## src/rtl/wbdbgbus_fifo_arb.sv

```systemverilog
// Round-robin arbiter sharing one FIFO write port among NUM_REQ packet streams.
// A grant is held until the word flagged last transfers, or until the owner idles for TIMEOUT cycles.
module wbdbgbus_fifo_arb #(
  parameter int NUM_REQ = 4,
  parameter int WIDTH   = 36,
  parameter int TIMEOUT = 255
) (
  input  logic                     i_clk,
  input  logic                     i_rst_n,
  input  logic [NUM_REQ-1:0]       i_req_valid,
  input  logic [NUM_REQ-1:0]       i_req_last,
  input  logic [NUM_REQ*WIDTH-1:0] i_req_data,
  output logic [NUM_REQ-1:0]       o_req_ready,
  output logic                     o_fifo_wr_en,
  output logic [WIDTH-1:0]         o_fifo_wr_data,
  input  logic                     i_fifo_full,
  output logic [NUM_REQ-1:0]       o_grant,
  output logic                     o_busy,
  output logic                     o_abort
);

  localparam int PW = $clog2(NUM_REQ);
  localparam int CW = $clog2(TIMEOUT + 1);

  localparam logic [0:0] ST_IDLE = 1'b0;
  localparam logic [0:0] ST_BUSY = 1'b1;

  localparam logic [PW-1:0] IDX_MAX  = PW'(NUM_REQ - 1);
  localparam logic [CW-1:0] CNT_LAST = CW'(TIMEOUT - 1);

  logic [0:0]         state;
  logic [PW-1:0]      rr_ptr;
  logic [PW-1:0]      gnt_idx;
  logic [CW-1:0]      idle_cnt;

  logic               pick_found;
  logic [PW-1:0]      pick_idx;
  logic [NUM_REQ-1:0] pick_oh;
  logic [PW-1:0]      cand;
  logic [PW-1:0]      nxt_ptr;
  logic               gnt_valid;
  logic               gnt_last;
  logic               fire;
  logic [WIDTH-1:0]   mux_data;

  // Handshake: a word moves when i_req_valid[k] and o_req_ready[k] are both high
  // at a rising edge; ready never depends on valid, and a non-granted slot must hold.
  assign o_busy      = (state == ST_BUSY);
  assign o_req_ready = (o_busy && !i_fifo_full) ? o_grant : '0;
  assign gnt_valid   = |(i_req_valid & o_grant);
  assign gnt_last    = |(i_req_last & o_grant);
  assign fire        = |(i_req_valid & o_req_ready);
  assign nxt_ptr     = (gnt_idx == IDX_MAX) ? '0 : gnt_idx + 1'b1;

  // First valid requester at or after rr_ptr, wrapping at NUM_REQ-1.
  always_comb begin
    pick_found = 1'b0;
    pick_idx   = '0;
    pick_oh    = '0;
    cand       = rr_ptr;
    for (int i = 0; i < NUM_REQ; i++) begin
      if (!pick_found && i_req_valid[cand]) begin
        pick_found    = 1'b1;
        pick_idx      = cand;
        pick_oh[cand] = 1'b1;
      end
      cand = (cand == IDX_MAX) ? '0 : cand + 1'b1;
    end
  end

  // AND-OR mux keyed by the one-hot grant; forced to zero when nothing is written.
  always_comb begin
    mux_data = '0;
    for (int k = 0; k < NUM_REQ; k++) begin
      mux_data = mux_data | ({WIDTH{o_grant[k]}} & i_req_data[k*WIDTH +: WIDTH]);
    end
  end

  assign o_fifo_wr_en   = fire;
  assign o_fifo_wr_data = fire ? mux_data : '0;

  always_ff @(posedge i_clk or negedge i_rst_n) begin
    if (!i_rst_n) begin
      state    <= ST_IDLE;
      o_grant  <= '0;
      gnt_idx  <= '0;
      rr_ptr   <= '0;
      idle_cnt <= '0;
      o_abort  <= 1'b0;
    end else begin
      o_abort <= 1'b0;
      case (state)
        ST_IDLE: begin
          if (pick_found) begin
            state    <= ST_BUSY;
            o_grant  <= pick_oh;
            gnt_idx  <= pick_idx;
            idle_cnt <= '0;
          end
        end
        ST_BUSY: begin
          if (fire) begin
            idle_cnt <= '0;
            if (gnt_last) begin
              state   <= ST_IDLE;
              o_grant <= '0;
              rr_ptr  <= nxt_ptr;
            end
          end else if (!gnt_valid) begin
            // A full FIFO stalls without counting; only a silent owner ages out.
            if (idle_cnt == CNT_LAST) begin
              state    <= ST_IDLE;
              o_grant  <= '0;
              rr_ptr   <= nxt_ptr;
              idle_cnt <= '0;
              o_abort  <= 1'b1;
            end else begin
              idle_cnt <= idle_cnt + 1'b1;
            end
          end
        end
        default: begin
          state   <= ST_IDLE;
          o_grant <= '0;
        end
      endcase
    end
  end

  a_grant_onehot: assert property (@(posedge i_clk) disable iff (!i_rst_n) $onehot0(o_grant));
  a_busy_grant:   assert property (@(posedge i_clk) disable iff (!i_rst_n) o_busy == (|o_grant));
  a_no_full_wr:   assert property (@(posedge i_clk) disable iff (!i_rst_n) !(o_fifo_wr_en && i_fifo_full));

endmodule

```

## config.mk

```make
export PLATFORM = sky130hd
export DESIGN_NAME = wbdbgbus_fifo_arb
export DESIGN_NICKNAME = d
export VERILOG_FILES = /design/src/rtl/wbdbgbus_fifo_arb.sv
export SDC_FILE = /design/constraint.sdc
export NUM_CORES = 1
export LEC_CHECK = 0
export BUFFER_PORTS_ARGS = -buffer_cell sky130_fd_sc_hd__buf_2
export CAP_MARGIN = 5
export CORE_MARGIN = 1
export CORE_UTILIZATION = 43
export CTS_BUF_LIST = sky130_fd_sc_hd__clkbuf_8 sky130_fd_sc_hd__clkbuf_16
export CTS_CLUSTER_SIZE = 12
export DETAILED_ROUTE_END_ITERATION = 10
export MAX_ROUTING_LAYER = met4
export PLACE_DENSITY = 0.93
export SYNTH_ARGS = -nofsm -noshare
export SYNTH_HDL_FRONTEND = slang
export SYNTH_SLANG_ARGS = --single-unit
```

## constraint.sdc

```tcl
create_clock -name i_clk -period 6.3 [get_ports i_clk]
set_input_delay 0.945 -clock i_clk [delete_from_list [all_inputs] [get_ports i_clk]]
set_output_delay 0.945 -clock i_clk [all_outputs]
set_load 0.02 [all_outputs]
```

Yosys cells after proc, flatten, opt, wreduce, memory -nomap -nowiden
Index checks and enable logic that the tools add are counted.
{"block": "totals", "latch_bits": 0, "reg_bits": 18, "word_cells": 123, "out_inout_bits": 47, "mem_bits_ro": 0, "mem_count": 0, "inputBits": 155, "ramBits": 0}
{"block": "classes", "multipliers": 0, "reduce_logical": 20, "n_eq_ne": 11, "n_lt_le_gt_ge": 8, "n_div": 0, "bitwise": 14, "shift": 0, "muxes": 59, "add_sub_neg": 5}
{"operator": "AND 36 bit", "count": 4}
{"operator": "bitwise OR 36 bit", "count": 3}
{"operator": "2-to-1 mux 4 bit", "count": 10}
{"operator": "2-to-1 mux 36 bit", "count": 1}
{"operator": "2-to-1 mux 8 bit", "count": 4}
{"operator": "2-to-1 mux 2 bit", "count": 12}
{"operator": "2-to-1 mux 1 bit", "count": 21}
{"operator": "case mux 8 bit (2 select lines)", "count": 1}
{"operator": "AND 4 bit", "count": 3}
{"operator": "< comparator 2 x 3 -> 1 bit, second input constant", "count": 4}
{"operator": "bitwise OR 4 bit", "count": 3}
{"operator": "OR reduction 4 bit", "count": 3}
{"operator": "adder 2 x 1 -> 2 bit, second input constant", "count": 4}
{"operator": "adder 8 x 1 -> 8 bit, second input constant", "count": 1}
{"operator": "binary-select mux 1 bit (select 2 bit)", "count": 4}
{"operator": "demux 1 bit (select 2 bit)", "count": 4}
{"operator": "== test 2 bit, second input constant", "count": 4}
{"operator": "== test 8 bit, second input constant", "count": 1}
{"operator": "greater-or-equal comparator 2 x 1 -> 1 bit, second input constant", "count": 4}
{"operator": "logical AND 1 bit", "count": 8}
{"operator": "case mux 4 bit (2 select lines)", "count": 1}
{"operator": "AND reduction 4 bit", "count": 2}
{"operator": "logical NOT 1 bit", "count": 4}
{"operator": "inequality test 2 bit, second input constant", "count": 2}
{"operator": "8 further kinds", "count": 9}

Longest topological paths before layout
Gate-level depths: netlist of the first run.
{"block": "depth", "word_depth": 14, "depth_mapped": 12, "ltp_nobuf": 7}

Worst setup path before layout of the first run
OpenSTA, ideal clock, no wires.
{"block": "synth_path", "path_type": "input-to-output", "from": "input port i_req_valid[2]", "to": "output port o_fifo_wr_en", "n_path_buf": 3, "cell_stages": 7, "arrival_time_ns": 2.443, "required_ns": 5.355, "path_slack_ns": 2.912, "path_cell_list": "buf_2 -> a22o_1 -> or2_2 -> nand3_1 -> clkbuf_1 -> buf_1 -> inv_1"}
{"block": "synth_between", "elab_chain_cells": 2}
{"element": "start, declared", "line": "10", "rtl": "input logic [NUM_REQ-1:0] i_req_valid,"}
{"element": "AND 4 bit", "line": "52", "rtl": "assign fire = |(i_req_valid & o_req_ready);"}
{"element": "OR reduction 4 bit", "line": "52"}
{"element": "end, declared", "line": "14", "rtl": "output logic o_fifo_wr_en,"}
No other way between the ends.

Worst setup path in the final report of the first run
{"block": "layout_path", "from": "input port i_req_valid[2]", "to": "output port o_fifo_wr_data[3]"}
{"block": "layout_between", "elab_chain_cells": 3}
{"element": "AND 4 bit", "line": "52"}
{"element": "OR reduction 4 bit", "line": "52"}
{"element": "2-to-1 mux 36 bit", "line": "80", "rtl": "assign o_fifo_wr_data = fire ? mux_data : '0;"}
{"element": "end, declared", "line": "15", "rtl": "output logic [WIDTH-1:0] o_fifo_wr_data,"}
No other way between the ends.

==> run_results.csv, run 1 <==
group,metric,value,unit
flow_run,max-cap-violations,0,
clock_network,cts-hold-fix-buffers,0,
yosys,leading_register_cell_type_out_of_synthesis,"sky130_fd_sc_hd__dfrtp_1",
critical_path,worstSetupPathType,"primary input to output pin",
timing,skew,0.000942,ns
yosys,sequential_share_of_the_synthesized_area,0.183,
cells_and_area,final_design_area_no_fill,3500,sq um
yosys,synthTopCellsByArea,"sky130_fd_sc_hd__a22oi_1 22%, sky130_fd_sc_hd__dfrtp_1 18%, sky130_fd_sc_hd__a21oi_1 7.5%",
floorplanning,floorplan.rows,27,
floorplanning,ioPinCount,202,
hold_path,hold_crit_start,"gnt_idx[1]",
hold_path,holdCritPathClass,"register to register",
critical_path,crit_path_top_delay_cell,"sky130_fd_sc_hd__nand3_1",
timing,period_share,0.602,
drt,final_antenna_net_count,0,
clock_network,clkSinkCount,18,
cells_and_area,ff_latch_area,450,sq um
yosys,netlist_instances,304,
placed_design,place_inst,549,
pwr,switching_part_of_the_total_power,0.556,
pwr,clockPowerShare,0.072,
cells_and_area,syn_to_final_growth,42.0,%
clock_network,cts-htree-levels,1,
clock_network,clock_root_buffer,"sky130_fd_sc_hd__clkbuf_8",
placed_design,post_dp_cell_area,3440,sq um
cells_and_area,multi_input_gate_area_in_the_final_layout,1810,sq um
global_routing,initial_antenna_violation_count,0,
critical_path,cp_data_arrival_time,2.85,ns
yosys,syn-cell-area,2460,sq um
drt,via_count,3561,
critical_path,worstSetupStartpointType,"primary input",
clock_network,number_of_buffers_added_by_the_clock_tree_synthesis_step,3,
cells_and_area,finalCoreUtilization,0.635,
cells_and_area,num-nets-final,646,
pwr,power.sequential.fraction,0.154,
placed_design,buffer_ports.inserted,201,
global_routing,pin_count_of_the_biggest_net_entering_global_routing,42,
critical_path,critical_path_peak_fanout,21,
critical_path,critPathMostFrequentCell,"sky130_fd_sc_hd__buf_2",
yosys,syn_avg_cell_area,8.10,sq um
timing,hold_viol,0,
timing,slew_at_the_pin_closest_to_its_max_slew_limit,0.777,ns
global_routing,grtUsageTotal,0.357,
timing,final-setup-viol-count,0,
pwr,vdd_drop_max,0.234,mV
drt,remaining_drc_errors,0,
global_routing,grt.overflow.total,0,
floorplanning,dieWidth,77.7,um
yosys,synth.lib_cells_used.distinct,58,
timing,final.setup.tns,0,ns
pwr,switching_power_summed_over_all_nets,0.719,mW
yosys,yosys_warnings,0,
critical_path,critical_path.cell_chain,"buf_2 -> a22o_1 -> or2_2 -> nand3_1 -> buf_4 -> a21oi_1 -> buf_2",
clock_network,cts_buffer_depth,2,
floorplanning,dieHeight,77.7,um
critical_path,worstReg2RegStart,"rr_ptr[1]",
placed_design,hpwl,8510,um
yosys,synth_top_area_share,0.222,
clock_network,clock_tree_from_tritoncts,"built",
floorplanning,effective_utilization_at_floorplan,0.447,
global_routing,first_global_vias,3113,
pwr,power_frac_comb,0.773,
yosys,synth_enable_flop_cells,0,
cells_and_area,antenna_cells_inserted,0,
status,outcome,"completed",
critical_path,worst_path_dominant_cell_family,"simple AND/OR/NAND/NOR gates",
floorplanning,core_region_area,5510,sq um
drt,average_vias_per_placed_instance,6.44,
yosys,synth-seq-cells,18,
drt,drt_first_pass_iters,5,
yosys,synthDominantAreaCellType,"sky130_fd_sc_hd__a22oi_1",
critical_path,timing.critical_path.from,"i_req_valid[2]",
timing,maxClockFrequency,264,MHz
timing,grt_setup_unrepaired,"false",
clock_network,number_of_setup_buffers_added_after_cts,0,
critical_path,cp_data_required_time,5.35,ns
pwr,p_int,0.575,mW
drt,routed_wl,10900,um
drt,initialDrtViolationCount,322,
cells_and_area,post_layout_nonfiller_instances,553,
critical_path,max_stage_delay,0.55,ns
drt,routedWlPerCell,19.8,um
timing,final.hold.worst_slack,0.508,ns
critical_path,cp-end-kind,"output pin",
timing,layout_min_cycle_time,3.79,ns
pwr,pwr_density_cell,370,nW/um^2
clock_network,insertion_delay,0.25,ns
placed_design,gp_weighted_congestion,0.970,
yosys,async_reset_ff_frac,1.00,
cells_and_area,drive_gt1_frac,0.474,
timing,maxSlewViolCount,0,
cells_and_area,n_fill_cell,500,
floorplanning,design.die.area,6040,sq um
timing,timing.max_slew.rel_slack,0.480,
clock_network,clkTransAtPathRegs,0.07,ns
pwr,power_leakage,1.70,nW
yosys,syn-num-nets,468,
global_routing,first_pass_grt_wire_length,16100,um
critical_path,cp.buffers_inverters,3,
clock_network,cts-resized-gates,0,
[through the flow]
stage | total power, mW | setup WS, ns
floorplan | 0.919 | 2.91
global placement | 1.16 | 2.60
detailed placement | 1.19 | 2.54
CTS | 1.28 | 2.54
global route | 1.39 | 2.38
finish | 1.29 | 2.51
[per-layer routing]
metal	up-vias	global-route usage	share of wire
met5	-	-	0
met4	0	0.240	0.067
met3	47	0.0682	0.10
met2	274	0.551	0.47
met1	1643	0.420	0.36
li1	1597	-	-
[state kept, by name, summed over array words and instances, names as in the netlist]
register and cells:
o_grant 4, o_busy 1, rr_ptr 2, o_abort 1, idle_cnt 8, gnt_idx 2
[cells in the mapped netlist (6+ instances only)]
cell type / n
sky130_fd_sc_hd__a211oi_1: 6
sky130_fd_sc_hd__a21oi_1: 37
sky130_fd_sc_hd__a22oi_1: 73
sky130_fd_sc_hd__buf_2: 6
sky130_fd_sc_hd__clkbuf_1: 21
sky130_fd_sc_hd__dfrtp_1: 18
sky130_fd_sc_hd__ha_1: 9
sky130_fd_sc_hd__inv_1: 9
sky130_fd_sc_hd__nand2_1: 9
sky130_fd_sc_hd__nand3_1: 6
sky130_fd_sc_hd__nand3b_1: 6
sky130_fd_sc_hd__nor2_1: 8
sky130_fd_sc_hd__o211ai_1: 6
sky130_fd_sc_hd__o31ai_1: 7
[cell type report]
cell class,instances,share of cell area
Multi-Input combinational cell,241,0.516
Timing Repair Buffer,208,0.303
Sequential cell,18,0.129
Tap cell,72,0.0258
Clock buffer,4,0.0157
Inverter,10,0.0107
[layout by cell type (no fill, tap or decap), drive strengths merged, types with 2 or more instances in the layout]
| cell | synthesis | final |
|---|---|---|
| mux2 | 6 | 6 |
| o41ai | 3 | 3 |
| nand4 | 2 | 2 |
| o21a | 2 | 2 |
| o211ai | 6 | 6 |
| a32oi | 2 | 2 |
| o21bai | 2 | 2 |
| or4 | 6 | 6 |
| a211oi | 7 | 7 |
| nand3b | 6 | 6 |
| nand3 | 6 | 6 |
| a2111oi | 2 | 2 |
| nand2 | 9 | 9 |
| nor3 | 4 | 4 |
| a31oi | 4 | 4 |
| buf | 14 | 208 |
| a21oi | 37 | 37 |
| clkbuf | 21 | 4 |
| a22oi | 73 | 73 |
| nor2b | 2 | 2 |
| dfrtp | 18 | 18 |
| mux4 | 2 | 2 |
| nor4b | 2 | 2 |
| ha | 9 | 9 |
| nor2 | 8 | 8 |
| or2 | 2 | 2 |
| o21ai | 3 | 3 |
| and3 | 4 | 4 |
| inv | 9 | 9 |
| a221o | 4 | 4 |
| o31ai | 7 | 7 |
| o211a | 2 | 2 |
| a22o | 5 | 5 |
[logic make-up (layout without fill, tap and decap cells)]
family / Yosys count / count (layout) / synth area share
DFF: 18 / 18 / 0.183
AOI/OAI and AO/OA: 165 / 165 / 0.491
buffers and inverters: 45 / 222 / 0.0838
adders and majority gates: 9 / 9 / 0.0457
muxes: 9 / 9 / 0.0498
and+or+nand+nor: 58 / 58 / 0.147
[power by group through the flow]
stage          Clock [mW]  Combinational (mW)  Sequential [mW]
2_1_floorplan           0               0.715            0.204
3_3_place_gp            0               0.966            0.197
3_5_place_dp            0               0.989            0.200
4_1_cts            0.0938               0.992            0.198
5_1_grt             0.100                1.08            0.204
6_report           0.0937                1.00            0.200
[final timing paths]
check	end	slack [ns]	cells past startpoint
setup / recovery	o_fifo_wr_data[3]	2.51	7
hold / removal	gnt_idx[1]	0.51	1
setup reg to reg	gnt_idx[0]	3.08	7
hold reg to reg	gnt_idx[1]	0.51	1
max in group asynchronous	idle_cnt[5]	5.41	1
min in group asynchronous	gnt_idx[1]	0.61	1
No activity file was read; power rests on OpenSTA's default activity.
==> run 2: changes to the inputs <==
CORE_UTILIZATION = 40   (was 43)
PLACE_DENSITY = 0.87   (was 0.93)
clock period = 3.9 ns   (was 6.3 ns; I/O delays follow)
==> run 2 against run 1 <==
Effect of this change:
- non-clock buffer count did not move
- sequential share of layout area about the same
- die area increased by 7.3%
- final cell count grew 0.72%
- combinational power up 58%
- worst setup slack got worse by 1.8 ns
- register-to-register slack lost 2.4 ns
- hold slack worse by 0.26 ns
- clock skew up 0.0030 ns
- global-route usage is 5.4 points lower
- utilization decreased by 4.3 points
==> run_results.csv, run 2 (synthesis gave the netlist of run 1 again) <==
group,metric,value,unit
status,outcome,"completed",
placed_design,gp_weighted_congestion,0.975,
global_routing,initial_antenna_violation_count,1,
timing,slew_at_the_pin_closest_to_its_max_slew_limit,0.553,ns
pwr,power.sequential.fraction,0.159,
cells_and_area,largest_reg_flops,8,
floorplanning,design.die.area,6480,sq um
clock_network,cts_buffer_depth,2,
drt,routed_wl,10300,um
floorplanning,dieHeight,80.5,um
flow_run,max-cap-violations,0,
global_routing,first_global_vias,2809,
global_routing,grtUsageTotal,0.302,
placed_design,hpwl,7840,um
drt,average_vias_per_placed_instance,6.24,
drt,via_count,3474,
cells_and_area,layout_commonest_cell,"sky130_fd_sc_hd__buf_2",
clock_network,insertion_delay,0.26,ns
critical_path,critPathMostFrequentCell,"sky130_fd_sc_hd__o21a_1",
clock_network,number_of_buffers_added_by_the_clock_tree_synthesis_step,3,
critical_path,max_stage_delay,0.69,ns
drt,remaining_drc_errors,0,
floorplanning,effective_utilization_at_floorplan,0.416,
pwr,switching_part_of_the_total_power,0.550,
cells_and_area,syn_to_final_growth,42.3,%
critical_path,critical_path_peak_fanout,16,
global_routing,first_pass_grt_wire_length,14600,um
cells_and_area,finalCoreUtilization,0.592,
critical_path,cp_data_arrival_time,3.37,ns
clock_network,clkTransAtPathRegs,0.08,ns
pwr,power_leakage,1.70,nW
cells_and_area,layout_common_cells,"201 x sky130_fd_sc_hd__buf_2, 73 x sky130_fd_sc_hd__a22oi_1, 37 x sky130_fd_sc_hd__a21oi_1, 18 x sky130_fd_sc_hd__dfrtp_1",
cells_and_area,drive_gt1_frac,0.474,
clock_network,clock_root_buffer,"sky130_fd_sc_hd__clkbuf_8",
critical_path,timing.reg2reg.worst_path_depth,7,
placed_design,buffer_ports.inserted,201,
drt,initialDrtViolationCount,229,
floorplanning,floorplan.rows,28,
drt,drt_first_pass_iters,7,
timing,period_share,0.828,
floorplanning,ioPinCount,202,
pwr,power_frac_comb,0.763,
clock_network,cts-hold-fix-buffers,0,
timing,skew,0.00398,ns
critical_path,critical_path.cell_chain,"inv_1 -> ha_1 -> o21a_1 -> o31ai_1 -> a22oi_1 -> o21a_1 -> mux2_1",
clock_network,clock_tree_from_tritoncts,"built",
timing,layout_min_cycle_time,3.23,ns
critical_path,cp-end-kind,"register",
floorplanning,dieWidth,80.5,um
timing,final-setup-viol-count,0,
timing,maxClockFrequency,310,MHz
floorplanning,core_region_area,5920,sq um
cells_and_area,num-nets-final,646,
critical_path,cp_data_required_time,4.04,ns
timing,timing.max_slew.rel_slack,0.631,
pwr,p_int,0.932,mW
global_routing,pin_count_of_the_biggest_net_entering_global_routing,41,
timing,maxSlewViolCount,0,
clock_network,clkSinkCount,18,
drt,routedWlPerCell,18.5,um
critical_path,crit_path_top_delay_cell,"sky130_fd_sc_hd__ha_1",
pwr,pwr_density_cell,591,nW/um^2
clock_network,cts-htree-levels,1,
drt,final_antenna_net_count,0,
pwr,total_power,2.07,mW
timing,final.setup.tns,0,ns
timing,final.hold.worst_slack,0.244,ns
cells_and_area,top_register,"idle_cnt",
clock_network,number_of_setup_buffers_added_after_cts,0,
hold_path,holdCritPathClass,"primary input to async pin",
cells_and_area,biggestRegsByFlops,"idle_cnt x8, o_grant x4",
timing,hold_viol,0,
clock_network,cts-resized-gates,0,
global_routing,grt.overflow.total,0,
pwr,switching_power_summed_over_all_nets,1.14,mW
critical_path,worstSetupStartpointType,"register",
critical_path,worstSetupPathType,"register to register",
timing,grt_setup_unrepaired,"false",
pwr,vdd_drop_max,0.512,mV
pwr,clockPowerShare,0.078,
-- run 2: layer usage --
layer  global-route usage  wire length (um)  up-vias
li1                     -                 -     1601
met1                0.397              4110     1632
met2                0.447              4800      212
met3               0.0693              1140       29
met4                0.116               265        0
met5                    -                 0        -
-- run 2: area by class of cell --
class,instances,area (sq um)
Fill cell,552,2420
Multi-Input combinational cell,241,1810
Timing Repair Buffer,208,1060
Sequential cell,18,450
Tap cell,75,93.8
Clock buffer,4,55.1
Inverter,10,37.5
Antenna cell,1,2.50
-- run 2: final timing paths --
kind | from | endpoint | slack (ns)
worst max-delay path | rr_ptr[1] | gnt_idx[0] | 0.67
worst min-delay path | i_rst_n | idle_cnt[5] | 0.24
worst max register to register | rr_ptr[1] | gnt_idx[0] | 0.67
worst min register to register | gnt_idx[1] | gnt_idx[1] | 0.57
max in group asynchronous | i_rst_n | idle_cnt[7] | 3.36
min in group i_clk | gnt_idx[1] | gnt_idx[1] | 0.57
-- run 2: worst max-delay path: cells and delay by family, from the launching register on --
family	cells	cell delay, ns
fa+ha+maj	1	0.69
flops	1	0.57
mux	1	0.38
compound gates	4	1.24
buf+inv	1	0.23
-- run 2: metrics by stage --
stage	area, sq um	worst slack (ns)	instances
after floorplan	2460	0.902	304
after global placement	3450	0.940	552
after detailed placement	3450	0.762	552
after CTS	3500	0.747	556
after global routing	3500	0.545	557
final	3500	0.671	557
-- run 2: power groups by stage --
stage | Clock [mW] | Sequential (mW) | Combinational [mW]
2_1_floorplan | 0 | 0.330 | 1.16
3_3_place_gp | 0 | 0.322 | 1.51
3_5_place_dp | 0 | 0.330 | 1.56
4_1_cts | 0.158 | 0.327 | 1.56
5_1_grt | 0.168 | 0.339 | 1.71
6_report | 0.161 | 0.330 | 1.58
